$ cat src/rtl/pe_sequencer.sv
// pe_sequencer: nested phase / tap / output-position index generator for the
// convolution PE array, with start/done handshake and accumulator strobes.
// Optional feature macro: PE_SEQ_STALL_EN (enables the stall input; when the
// macro is undefined, stall is ignored and every RUN cycle advances).
// Parameter constraints: PHASES >= 2, STRIDE >= 1, OUT >= 2, TAPS >= 2.
`timescale 1ns/1ps
module pe_sequencer #(
  parameter int IMG     = 14,
  parameter int KER     = 5,
  parameter int CHANNEL = 6,
  parameter int PHASES  = 4,
  parameter int STRIDE  = 1,
  localparam int OUT    = (IMG - KER) / STRIDE + 1,
  localparam int TAPS   = CHANNEL * KER,
  localparam int PW     = $clog2(PHASES),
  localparam int KW     = $clog2(TAPS),
  localparam int OW     = $clog2(OUT),
  localparam int IW     = OW + $clog2(STRIDE + 1)
) (
  input  logic          clk,
  input  logic          rst,
  input  logic          start,
  input  logic          stall,
  output logic          busy,
  output logic          done,
  output logic [PW-1:0] phase,
  output logic [KW-1:0] tap,
  output logic [OW-1:0] out_col,
  output logic [OW-1:0] out_row,
  output logic [IW-1:0] in_col,
  output logic [IW-1:0] in_row,
  output logic          acc_clr,
  output logic          acc_valid
);

  typedef enum logic [1:0] {
    S_IDLE = 2'd0,
    S_RUN  = 2'd1,
    S_DONE = 2'd2
  } state_t;

  localparam logic [PW-1:0] PH_MAX  = PW'(PHASES - 1);
  localparam logic [KW-1:0] TAP_MAX = KW'(TAPS - 1);
  localparam logic [OW-1:0] POS_MAX = OW'(OUT - 1);
  localparam logic [IW-1:0] STEP    = IW'(STRIDE);

  state_t        r_state;
  state_t        w_state_nxt;

  logic [PW-1:0] r_phase;
  logic [KW-1:0] r_tap;
  logic [OW-1:0] r_col;
  logic [OW-1:0] r_row;
  logic [IW-1:0] r_in_col;
  logic [IW-1:0] r_in_row;

  logic          w_stall;
  logic          w_adv;
  logic          w_ph_last;
  logic          w_tap_last;
  logic          w_col_last;
  logic          w_row_last;
  logic          w_step_last;

`ifdef PE_SEQ_STALL_EN
  assign w_stall = stall;
`else
  // stall is kept on the port for a uniform interface but has no effect
  logic w_stall_unused;
  assign w_stall_unused = stall;
  assign w_stall        = 1'b0;
`endif

  assign w_adv       = (r_state == S_RUN) && !w_stall;
  assign w_ph_last   = (r_phase == PH_MAX);
  assign w_tap_last  = (r_tap == TAP_MAX);
  assign w_col_last  = (r_col == POS_MAX);
  assign w_row_last  = (r_row == POS_MAX);
  // last phase of the last tap: the cycle that finishes one output position
  assign w_step_last = w_ph_last && w_tap_last;

  assign phase   = r_phase;
  assign tap     = r_tap;
  assign out_col = r_col;
  assign out_row = r_row;
  assign in_col  = r_in_col;
  assign in_row  = r_in_row;

  // State register; synchronous reset returns to IDLE
  always_ff @(posedge clk) begin
    if (rst) begin
      r_state <= S_IDLE;
    end else begin
      r_state <= w_state_nxt;
    end
  end

  // Next-state logic and decoded status / accumulator strobes
  always_comb begin
    w_state_nxt = r_state;
    busy        = 1'b0;
    done        = 1'b0;
    acc_clr     = 1'b0;
    acc_valid   = 1'b0;
    case (r_state)
      S_IDLE: begin
        if (start) begin
          w_state_nxt = S_RUN;
        end
      end
      S_RUN: begin
        busy      = 1'b1;
        acc_clr   = (r_phase == '0) && (r_tap == '0);
        acc_valid = w_adv && w_step_last;
        if (w_adv && w_step_last && w_col_last && w_row_last) begin
          w_state_nxt = S_DONE;
        end
      end
      S_DONE: begin
        done        = 1'b1;
        w_state_nxt = S_IDLE;
      end
      default: begin
        w_state_nxt = S_IDLE;
      end
    endcase
  end

  // Nested counters: phase -> tap -> out_col -> out_row; input base
  // coordinates track the output position with an incremental STRIDE adder
  always_ff @(posedge clk) begin
    if (rst || (r_state != S_RUN)) begin
      r_phase  <= '0;
      r_tap    <= '0;
      r_col    <= '0;
      r_row    <= '0;
      r_in_col <= '0;
      r_in_row <= '0;
    end else if (w_adv) begin
      if (w_ph_last) begin
        r_phase <= '0;
        if (w_tap_last) begin
          r_tap <= '0;
          if (w_col_last) begin
            r_col    <= '0;
            r_in_col <= '0;
            if (w_row_last) begin
              r_row    <= '0;
              r_in_row <= '0;
            end else begin
              r_row    <= r_row + 1'b1;
              r_in_row <= r_in_row + STEP;
            end
          end else begin
            r_col    <= r_col + 1'b1;
            r_in_col <= r_in_col + STEP;
          end
        end else begin
          r_tap <= r_tap + 1'b1;
        end
      end else begin
        r_phase <= r_phase + 1'b1;
      end
    end
  end

endmodule

$ cat config.mk
export PLATFORM = sky130hd
export DESIGN_NAME = pe_sequencer
export DESIGN_NICKNAME = d
export VERILOG_FILES = /design/src/rtl/pe_sequencer.sv
export SDC_FILE = /design/constraint.sdc
export NUM_CORES = 1
export LEC_CHECK = 0
export CAP_MARGIN = 30
export CELL_PAD_IN_SITES_DETAIL_PLACEMENT = 1
export CELL_PAD_IN_SITES_GLOBAL_PLACEMENT = 2
export CORE_MARGIN = 2
export CORE_UTILIZATION = 28
export DETAILED_ROUTE_END_ITERATION = 8
export HOLD_SLACK_MARGIN = 0.12
export PLACE_DENSITY_LB_ADDON = 0.1
export SETUP_SLACK_MARGIN = 0.02
export SLEW_MARGIN = 20
export SYNTH_ARGS = -nofsm -noshare
export SYNTH_HDL_FRONTEND = slang
export SYNTH_SLANG_ARGS = --single-unit
$ cat constraint.sdc
create_clock -name clk -period 2.13 [get_ports clk]
set_input_delay 0.213 -clock clk [delete_from_list [all_inputs] [get_ports clk]]
set_output_delay 0.213 -clock clk [all_outputs]
set_load 0.05 [all_outputs]
==> impl_summary.log <==
INFO  metric startpoint_type = flip-flop
INFO  metric insertion_delay = 0.28 ns
INFO  metric hold_path_depth = 3
INFO  metric worst-r2r-setup-slack = 0.27 ns
INFO  metric finalCoreUtilization = 0.387
INFO  metric yosys.area.top_type_share = 0.404
INFO  metric netlist.top_cell.by_area = sky130_fd_sc_hd__dfxtp_1
INFO  metric cellPowerDensity = 493 nW/um2
INFO  metric cts_hold_buffers = 0
INFO  metric postSynthRegisterBits = 27
INFO  metric power.leakage = 0.000636 uW
INFO  metric cp.required = 1.92 ns
INFO  metric fin_skew = 0.00858 ns
INFO  metric syn_nets = 162
INFO  metric number_of_enable_flip_flop_cells_after_synthesis = 0
INFO  metric netlist_instances = 151
INFO  metric htree_levels = 1
INFO  metric synth_common_cells = 27 x sky130_fd_sc_hd__dfxtp_1, 15 x sky130_fd_sc_hd__nor2_1, 12 x sky130_fd_sc_hd__nand3_1, 10 x sky130_fd_sc_hd__a21oi_1, 8 x sky130_fd_sc_hd__nand2_1
INFO  metric worst-setup-path-type = reg -> out
INFO  metric placement.io_buffers = 31
INFO  metric core_area = 4660 um2
INFO  metric regToRegStartpoint = tap[1]
INFO  metric globalplace.congestion = 0.743
INFO  metric clock_sinks = 27
INFO  metric worst_case_hold_path_end_point = r_state[0]
INFO  metric timing.hold.worst.start = start
INFO  metric clkTransAtPathRegs = 0.10 ns
INFO  metric cts_tree = done
INFO  metric r2r_cells = 6
INFO  metric timing.fmax = 501 MHz
INFO  metric post-synth-top-count-cell = sky130_fd_sc_hd__dfxtp_1
INFO  metric number_of_ports_placed_on_the_die_boundary = 33
INFO  metric yosysUniqueCellTypes = 37
INFO  metric critical_path_peak_fanout = 5
INFO  metric max_cap_viol_count = 0
INFO  metric global_route.overflow_total = 0
INFO  metric timing.critical_path.slowest_cell_delay = 0.83 ns
INFO  metric ant_nets = 0
INFO  metric worst_slew_pin_slew = 0.506 ns
INFO  metric area_delta_synth_final = 34.9%
INFO  metric critical_path_arrival = 1.78 ns
INFO  metric route.detailed.drc = 0
INFO  metric crit_family = buffers and inverters
INFO  metric setup-tns-final = 0 ns
INFO  metric post_cts.repair.setup_buffers = 0
INFO  metric cts_resized = 0
INFO  metric nFillCells = 533
INFO  metric design.die.area = 5350 um2
INFO  metric track_usage = 0.136
INFO  metric final_max_slew_viols = 0
INFO  metric status = finished clean
INFO  metric ys_warn_count = 0
INFO  metric wl_per_cell = 14.3 um
INFO  metric first_pass_grt_wire_length = 5680 um
INFO  metric number_of_global_route_vias_before_repair = 1178
INFO  metric nNetsFinal = 197
INFO  metric layout-drive-gt1-share = 0.108
INFO  metric vias = 1201
INFO  metric floorplan.rows = 25
INFO  metric regToRegEndpoint = out_row[1]
INFO  metric post-route-period-util = 0.937
INFO  metric first_pass_drt_iterations = 4
INFO  metric rsz0062_at_grt = false
INFO  metric cp_cell_sequence = nor2b_2 -> clkdlybuf4s50_1
INFO  metric end_kind = output port
INFO  metric finalHoldViolations = 0
INFO  metric worst_path_max_delay_cell = sky130_fd_sc_hd__clkdlybuf4s50_1
INFO  metric dpl_wire_length = 2580 um
INFO  metric async_flop_share = 0
INFO  metric antenna_found_initial = 0
INFO  metric grt_start_max_net_pins = 15
INFO  metric antenna-diode-count = 0
INFO  metric vias_per_cell = 5.03
INFO  metric synth.avg_cell_area = 8.86 um2
INFO  metric period_minus_slack = 2.00 ns
INFO  metric fp.dieH = 73.1 um
INFO  metric wl = 3410 um
INFO  metric primary_flip_flop_cell_chosen_by_synthesis_mapping = sky130_fd_sc_hd__dfxtp_1
INFO  metric timing.max_slew.rel_slack = 0.662
INFO  metric synth.area.top_cells = sky130_fd_sc_hd__dfxtp_1 40%, sky130_fd_sc_hd__ha_1 6.5%, sky130_fd_sc_hd__nand3_1 4.5%
INFO  metric cts_root_buf = sky130_fd_sc_hd__clkbuf_8
INFO  metric number_of_clock_buffers_inserted_by_tritoncts = 3
INFO  metric combined_buffer_and_inverter_count_along_the_critical_path = 1
INFO  metric synth_seq_area_share = 0.404
INFO  metric setup_viol = 0
INFO  metric die_w = 73.1 um
INFO  metric clock_path_buffers = 2
INFO  metric initial_core_util = 0.287
INFO  metric hp-class = in -> reg
INFO  metric vdd_drop_max = 322 uV
INFO  metric detailedRoute.firstIterationViolations = 16
INFO  metric synth.cell_area = 1340 um2
[cell usage in the layout (no fill, tap or decap), types with 2 or more instances in the layout]
cell type                          n
sky130_fd_sc_hd__a21oi_1          10
sky130_fd_sc_hd__a41oi_1           2
sky130_fd_sc_hd__and2_1            3
sky130_fd_sc_hd__buf_4             7
sky130_fd_sc_hd__clkbuf_8          3
sky130_fd_sc_hd__clkdlybuf4s50_1  29
sky130_fd_sc_hd__dfxtp_1          27
sky130_fd_sc_hd__ha_1              7
sky130_fd_sc_hd__inv_1             7
sky130_fd_sc_hd__nand2_1           8
sky130_fd_sc_hd__nand3_1          12
sky130_fd_sc_hd__nand4_1           5
sky130_fd_sc_hd__nor2_1           14
sky130_fd_sc_hd__nor2b_1           5
sky130_fd_sc_hd__nor3_1            4
sky130_fd_sc_hd__nor4_1            2
sky130_fd_sc_hd__o21ai_0           4
sky130_fd_sc_hd__or3_1             3
sky130_fd_sc_hd__xnor2_1           6
sky130_fd_sc_hd__xor2_1            5
[stage by stage]
step | setup slack, ns | area, um2 | cells | hold WS (ns) | total power, uW
6_report | 0.133 | 1800 | 239 | 0.474 | 890
5_1_grt | 0.0510 | 1800 | 239 | 0.476 | 930
4_1_cts | 0.120 | 1790 | 239 | 0.470 | 903
3_5_place_dp | 0.219 | 1750 | 235 | 0.484 | 600
3_3_place_gp | 0.267 | 1750 | 235 | 0.469 | 599
2_1_floorplan | 0.132 | 1360 | 151 | 0.311 | 572
[final cells by class]
cell class / count / area (um2) / area share
clock buffer: 4 / 45.0 / 0.0250
sequential: 27 / 541 / 0.300
tap: 54 / 67.6 / 0.0374
multi-input combinational: 110 / 762 / 0.422
inverter: 7 / 26.3 / 0.0146
timing repair buffer: 37 / 363 / 0.201
[worst register-to-register path: stages (launching register included)]
cell and delay (ns):
sky130_fd_sc_hd__dfxtp_1 0.37, sky130_fd_sc_hd__inv_1 0.09, sky130_fd_sc_hd__ha_1 0.22, sky130_fd_sc_hd__and4_2 0.42
sky130_fd_sc_hd__nand4_2 0.18, sky130_fd_sc_hd__or3_1 0.35, sky130_fd_sc_hd__a21oi_1 0.15
[report_power, final]
group          switching (uW)  total, uW  leakage (uW)  internal (uW)
logic                    48.7       74.1      0.000395           25.4
clock network             168        303     0.0000228            134
registers                4.68        513      0.000218            509
total                     222        890      0.000636            668
[sequential cells by signal, indices dropped and copies added (netlist names)]
signal / count
in_row: 5
in_col: 5
tap: 5
r_state: 2
phase: 2
out_row: 4
out_col: 4
[layer usage]
metal	vias to the layer above	global-route usage	routed length, um
li1	602	-	-
met1	578	0.171	1600
met2	17	0.229	1640
met3	4	0.0401	125
met4	0	0.0329	43
met5	-	0	0
[cell families after synthesis]
kind of cell | count (synthesis) | share of synthesized area
DFF | 27 | 0.404
adders and majority gates | 7 | 0.0655
and+or+nand+nor | 69 | 0.298
buffers and inverters | 14 | 0.0524
xor gates and xnor gates | 11 | 0.0720
AOI/OAI and AO/OA | 23 | 0.108
[worst max path at each step]
stage	start	end	slack, ns	cells after the start
floorplan	tap[0]	out_row[3]	0.13	5
global placement	tap[1]	out_row[1]	0.27	6
detailed placement	tap[1]	out_row[1]	0.22	6
CTS	r_state[0]	busy	0.12	2
global route	r_state[0]	busy	0.05	2
finish	r_state[0]	busy	0.13	2
Note: power is estimated with default switching activity, not from simulation.
